`config.mk`:
```
export PLATFORM = sky130hd
export DESIGN_NAME = prefetch_fetch_unit
export DESIGN_NICKNAME = d
export VERILOG_FILES = /design/src/rtl/prefetch_fetch_unit_pkg.sv /design/src/rtl/prefetch_fetch_unit_sync_fifo.sv /design/src/rtl/prefetch_fetch_unit.sv
export SDC_FILE = /design/constraint.sdc
export NUM_CORES = 1
export LEC_CHECK = 0
export CAP_MARGIN = 20
export CORE_MARGIN = 5
export CORE_UTILIZATION = 40
export CTS_CLUSTER_DIAMETER = 120
export DETAILED_ROUTE_END_ITERATION = 6
export PLACE_DENSITY = 0.69
export SYNTH_ARGS = -nofsm -noshare
export SYNTH_HDL_FRONTEND = slang
export SYNTH_HIERARCHICAL = 1
export SYNTH_SLANG_ARGS = --single-unit
```
`constraint.sdc`:
```
create_clock -name clock -period 5.25 [get_ports clock]
set_clock_uncertainty 0.2 [all_clocks]
set_input_delay 0.525 -clock clock [delete_from_list [all_inputs] [get_ports clock]]
set_output_delay 0.525 -clock clock [all_outputs]
set_load 0.02 [all_outputs]
```
`src/rtl/prefetch_fetch_unit_pkg.sv`:
```
// Shared constants for the instruction-fetch front end.
// Latency: n/a (constants and helpers only).
// Backpressure: n/a.
package prefetch_fetch_unit_pkg;

    // Byte distance between consecutive RV32I instructions
    localparam int PC_INCR = 4;

    // Default geometry of the fetch engine
    localparam int DEFAULT_PC_WIDTH   = 9;
    localparam int DEFAULT_XLEN       = 32;
    localparam int DEFAULT_FIFO_DEPTH = 4;
    localparam int DEFAULT_RESET_PC   = 0;

    // One prefetch entry holds {pc, instruction}
    function automatic int entry_width(input int pc_w, input int xlen);
        return pc_w + xlen;
    endfunction

endpackage

```
`src/rtl/prefetch_fetch_unit_sync_fifo.sv`:
```
// Generic synchronous FIFO with flush, used as the prefetch buffer.
// Latency: a pushed entry becomes visible at the head one cycle later (no bypass).
// Backpressure: push ignored when full, pop ignored when empty; flush wins over both.
module sync_fifo #(
    parameter int WIDTH = 8,
    parameter int DEPTH = 4,
    localparam int AW = $clog2(DEPTH),
    localparam int CW = AW + 1
) (
    input  logic             clock,
    input  logic             reset,
    input  logic             push,
    input  logic [WIDTH-1:0] push_dat,
    input  logic             pop,
    input  logic             flush,
    output logic [WIDTH-1:0] head_dat,
    output logic             full,
    output logic             empty,
    output logic [CW-1:0]    count
);

    logic [WIDTH-1:0] mem [DEPTH];
    logic [AW-1:0]    wr_ptr;
    logic [AW-1:0]    rd_ptr;
    logic             do_push;
    logic             do_pop;

    assign full     = (count == CW'(DEPTH));
    assign empty    = (count == '0);
    assign do_push  = push && !full && !flush;
    assign do_pop   = pop && !empty && !flush;
    assign head_dat = mem[rd_ptr];

    // Storage is not reset; occupancy alone decides what is valid
    always_ff @(posedge clock) begin
        if (do_push) begin
            mem[wr_ptr] <= push_dat;
        end
    end

    // Pointer and occupancy update; reset and flush both empty the queue
    always_ff @(posedge clock) begin
        if (reset || flush) begin
            wr_ptr <= '0;
            rd_ptr <= '0;
            count  <= '0;
        end else begin
            if (do_push) begin
                wr_ptr <= wr_ptr + AW'(1);
            end
            if (do_pop) begin
                rd_ptr <= rd_ptr + AW'(1);
            end
            case ({do_push, do_pop})
                2'b10:   count <= count + CW'(1);
                2'b01:   count <= count - CW'(1);
                default: count <= count;
            endcase
        end
    end

endmodule

```
`src/rtl/prefetch_fetch_unit.sv`:
```
// Decoupled RV32I fetch engine: issues word reads, buffers {pc, instr}, feeds decode.
// Latency: request to decode_valid is 2 cycles (1 memory + 1 FIFO), also after a redirect.
// Backpressure: decode_ready low fills the FIFO; issue stops when buffered + in-flight reaches depth.
module prefetch_fetch_unit
    import prefetch_fetch_unit_pkg::*;
#(
    parameter int                  PC_WIDTH   = DEFAULT_PC_WIDTH,
    parameter int                  XLEN       = DEFAULT_XLEN,
    parameter int                  FIFO_DEPTH = DEFAULT_FIFO_DEPTH,
    parameter logic [PC_WIDTH-1:0] RESET_PC   = PC_WIDTH'(DEFAULT_RESET_PC),
    localparam int                 CW         = $clog2(FIFO_DEPTH) + 1
) (
    input  logic                clock,
    input  logic                reset,
    output logic                imem_request,
    output logic [PC_WIDTH-3:0] imem_address,
    input  logic [XLEN-1:0]     imem_data,
    input  logic                redirect_valid,
    input  logic [PC_WIDTH-1:0] redirect_address,
    output logic                decode_valid,
    input  logic                decode_ready,
    output logic [XLEN-1:0]     decode_instruction,
    output logic [PC_WIDTH-1:0] decode_pc,
    output logic [CW-1:0]       fifo_count
);

    localparam int EW = entry_width(PC_WIDTH, XLEN);

    logic [PC_WIDTH-1:0] fetch_pc;
    logic [PC_WIDTH-1:0] inflight_pc;
    logic [PC_WIDTH-1:0] issue_pc;
    logic                inflight;
    logic                inflight_epoch;
    logic                epoch;
    logic                redir;
    logic                push;
    logic                pop;
    logic                full;
    logic                empty;
    logic [CW-1:0]       count;
    logic [CW:0]         credit_used;
    logic [EW-1:0]       head;
    logic                redirect_offset_unused;

    // Byte offset of a redirect target is meaningless for word fetch
    assign redirect_offset_unused = ^redirect_address[1:0];

    // A redirect asserted during reset has no effect
    assign redir    = redirect_valid && !reset;
    assign issue_pc = redir ? {redirect_address[PC_WIDTH-1:2], 2'b00} : fetch_pc;

    // Credits: every buffered entry and the one outstanding read hold a FIFO slot
    assign credit_used  = {1'b0, count} + {{CW{1'b0}}, inflight};
    assign imem_request = !reset && (redir || (credit_used < (CW + 1)'(FIFO_DEPTH)));
    assign imem_address = issue_pc[PC_WIDTH-1:2];

    // A returning word is kept only if no flush happened since it was issued
    assign push = inflight && (inflight_epoch == epoch) && !redir && !reset;

    assign decode_valid       = !reset && !empty && !redirect_valid;
    assign pop                = decode_valid && decode_ready;
    assign decode_pc          = reset ? '0 : head[EW-1 -: PC_WIDTH];
    assign decode_instruction = reset ? '0 : head[XLEN-1:0];
    assign fifo_count         = reset ? '0 : count;

    // PC advance, flush epoch and outstanding-read bookkeeping
    always_ff @(posedge clock) begin
        if (reset) begin
            fetch_pc       <= RESET_PC;
            epoch          <= 1'b0;
            inflight       <= 1'b0;
            inflight_pc    <= '0;
            inflight_epoch <= 1'b0;
        end else begin
            if (redir) begin
                epoch <= ~epoch;
            end
            inflight <= imem_request;
            if (imem_request) begin
                inflight_pc    <= issue_pc;
                inflight_epoch <= redir ? ~epoch : epoch;
                fetch_pc       <= issue_pc + PC_WIDTH'(PC_INCR);
            end
        end
    end

    sync_fifo #(
        .WIDTH (EW),
        .DEPTH (FIFO_DEPTH)
    ) u_fifo (
        .clock    (clock),
        .reset    (reset),
        .push     (push),
        .push_dat ({inflight_pc, imem_data}),
        .pop      (pop),
        .flush    (redir),
        .head_dat (head),
        .full     (full),
        .empty    (empty),
        .count    (count)
    );

    // The credit scheme must never let a response arrive at a full buffer
    assert property (@(posedge clock) disable iff (reset) !(push && full));

endmodule

```
==> impl_metrics.json <==
{
  "status": "finished, final reports clean",
  "drcViolationCount": 0,
  "fin_util": 0.504,
  "die_h_um": 148,
  "syn_to_final_growth_pct": 24.2,
  "grt_overflow": 0,
  "slew_headroom": 0.398,
  "die_w_um": 148,
  "synth-main-ff-cell": "edfxtp_1",
  "fmax_mhz": 266,
  "antenna_cells": 0,
  "final_cells": 775,
  "final_nets": 579,
  "avgSynthCellArea_um2": 18.1,
  "cts_buffers": 17,
  "crit_family": "buffers and inverters",
  "start_kind": "primary input",
  "synth_edf_count": 164,
  "io_buffers": 95,
  "synth_area_mm2": 0.00759,
  "cp.required_ns": 4.53,
  "num_rows": 50,
  "synthTopCellsByArea": "edfxtp_1, mux4_2, dfxtp_1, nor2b_1, nor2_1",
  "tightestPinTransition_ns": 0.902,
  "critPathKind": "in2out",
  "cp_slowest_stage_delay_ns": 0.76,
  "clockBufferDepth": 2,
  "netlist_instances": 419,
  "crit_slowest_cell": "o21bai_1",
  "hold_buffers": 0,
  "power.density_mw_per_mm2": 333,
  "grt_usage": 0.138,
  "path_buf_inv": 3,
  "routed_wl_mm": 14.3,
  "worst_path_most_repeated_cell": "clkdlybuf4s50_1",
  "drt-initial-drc-count": 255,
  "post-route-period-util": 0.717,
  "async_reset_ff_frac": 0,
  "start_util": 0.406,
  "ys_types": 45,
  "vias": 3926,
  "grt_max_degree": 42,
  "timing.critical_path.fanout_max": 15,
  "cap_violations": 0,
  "synth_top_area_share": 0.649,
  "clk_latency_ns": 0.43,
  "h-tree-depth": 4,
  "cts_root_buf": "clkbuf_16",
  "grt_pass1_wl_mm": 23.1,
  "min_path_type": "reg2reg",
  "place_hpwl_mm": 9.00,
  "drt-pass1-iter-count": 4,
  "cts_resized": 0,
  "synth-seq-cells": 190,
  "ys_warn_count": 6,
  "end_kind": "output pin",
  "first_global_vias": 4280,
  "ys_top_cells_by_count": "edfxtp_1, nor2b_1, mux4_2",
  "setup_tns_ns": 0,
  "grt_setup_unrepaired": "no",
  "core_area_mm2": 0.0187,
  "post-place-ws_ns": 1.24,
  "ir_worst_vdd_mv": 0.228,
  "cts_sinks": 190,
  "final_area_mm2": 0.00943,
  "vias_per_cell": 5.07,
  "placedCellCount": 743,
  "post_cts_buffers": 0,
  "place_area_mm2": 0.00884,
  "slew_viol_final": 0,
  "period_minus_slack_ns": 3.77,
  "clk_pin_slew_ns": 0.07,
  "yosysTopAreaCell": "edfxtp_1",
  "ios": 98,
  "crit_chain": "clkdlybuf4s50_1 > o21bai_1 > inv_1 > clkdlybuf4s50_1",
  "fin_ws_ns": 1.48,
  "drive_gt1_frac": 0.183,
  "cts_tree": "yes",
  "antenna_found_initial": 0,
  "crit_arrival_ns": 3.04,
  "finalHoldViolCount": 0,
  "gp_congestion": 0.742,
  "postRouteAntennaNets": 0,
  "leakage_nw": 3.05,
  "yosysSeqAreaShare": 0.717,
  "wl_per_cell_um": 18.5,
  "yosysMostFrequentCell": "edfxtp_1",
  "report.final.setup_viol": 0,
  "die-area_mm2": 0.0218
}
## area by class of cell
| class | instances | area [µm²] |
|---|---|---|
| clock buffers | 18 | 429 |
| clock inverters | 14 | 166 |
| fillers | 1546 | 9270 |
| inverters | 15 | 62.6 |
| multi-input cells | 200 | 2000 |
| flip-flops and latches | 190 | 5450 |
| well taps | 234 | 293 |
| repair buffers | 104 | 1030 |
## registers in the layout (all words and copies together), names as in the netlist, named ones only
name,cells
u_fifo/mem,164
fetch_pc,7
inflight_pc,7
u_fifo/count,3
u_fifo/rd_ptr,2
u_fifo/wr_ptr,2
epoch,1
inflight,1
inflight_epoch,1
## worst paths after layout
check / start / end / slack, ns / depth (start not counted)
min: fetch_pc[8]$_SDFFE_PP0P_ / fetch_pc[8]$_SDFFE_PP0P_ / 0.29 / 2
min reg2reg: fetch_pc[8]$_SDFFE_PP0P_ / fetch_pc[8]$_SDFFE_PP0P_ / 0.29 / 2
max reg2reg: epoch$_SDFF_PP0_ / u_fifo/mem[0][21]$_DFFE_PP_ / 2.16 / 6
max: redirect_valid / imem_request / 1.48 / 4
## layer usage
| layer | GRT usage | up-vias | routed length (µm) |
|---|---|---|---|
| li1 | - | 1829 | - |
| met1 | 0.176 | 1987 | 6260 |
| met2 | 0.231 | 98 | 7230 |
| met3 | 0.0371 | 12 | 667 |
| met4 | 0.0438 | 0 | 152 |
| met5 | 0 | - | 0 |
## cells by family after synthesis
| family | synth area share |
|---|---|
| other | 0.000494 |
| adders and majority gates | 0.0109 |
| xor gates and xnor gates | 0.0127 |
| AOI/OAI and AO/OA | 0.0236 |
| muxes | 0.133 |
| and+or+nand+nor | 0.0785 |
| DFF | 0.717 |
| buffers and inverters | 0.0237 |
## stage by stage
stage | hold WS [ns] | power, mW
after floorplan | 0.253 | 1.79
after global placement | 0.265 | 1.88
after detailed placement | 0.275 | 1.89
after CTS | 0.289 | 3.17
after global routing | 0.325 | 3.26
final | 0.288 | 3.14
## power by group
group	internal [mW]	total (mW)	switching (mW)
clock	0.748	1.28	0.535
combinational	0.0887	0.184	0.0953
sequential	1.66	1.67	0.0130
## layout by cell type (no fill, tap or decap), types with 7 or more instances in the layout
cell type,netlist,final
edfxtp_1,164,164
clkdlybuf4s50_1,0,94
nor2b_1,44,44
mux4_2,41,41
dfxtp_1,26,24
nor2_1,22,22
clkbuf_16,0,17
inv_1,13,13
buf_4,0,8
conb_1,1,8
xor2_1,7,7
## tightest hold or removal path, cell delays in order, from the launching register on
cell      delay, ns
dfxtp_1        0.31
nand3b_1       0.07
o21ai_1        0.06
(Power assumes the default switching activity.)
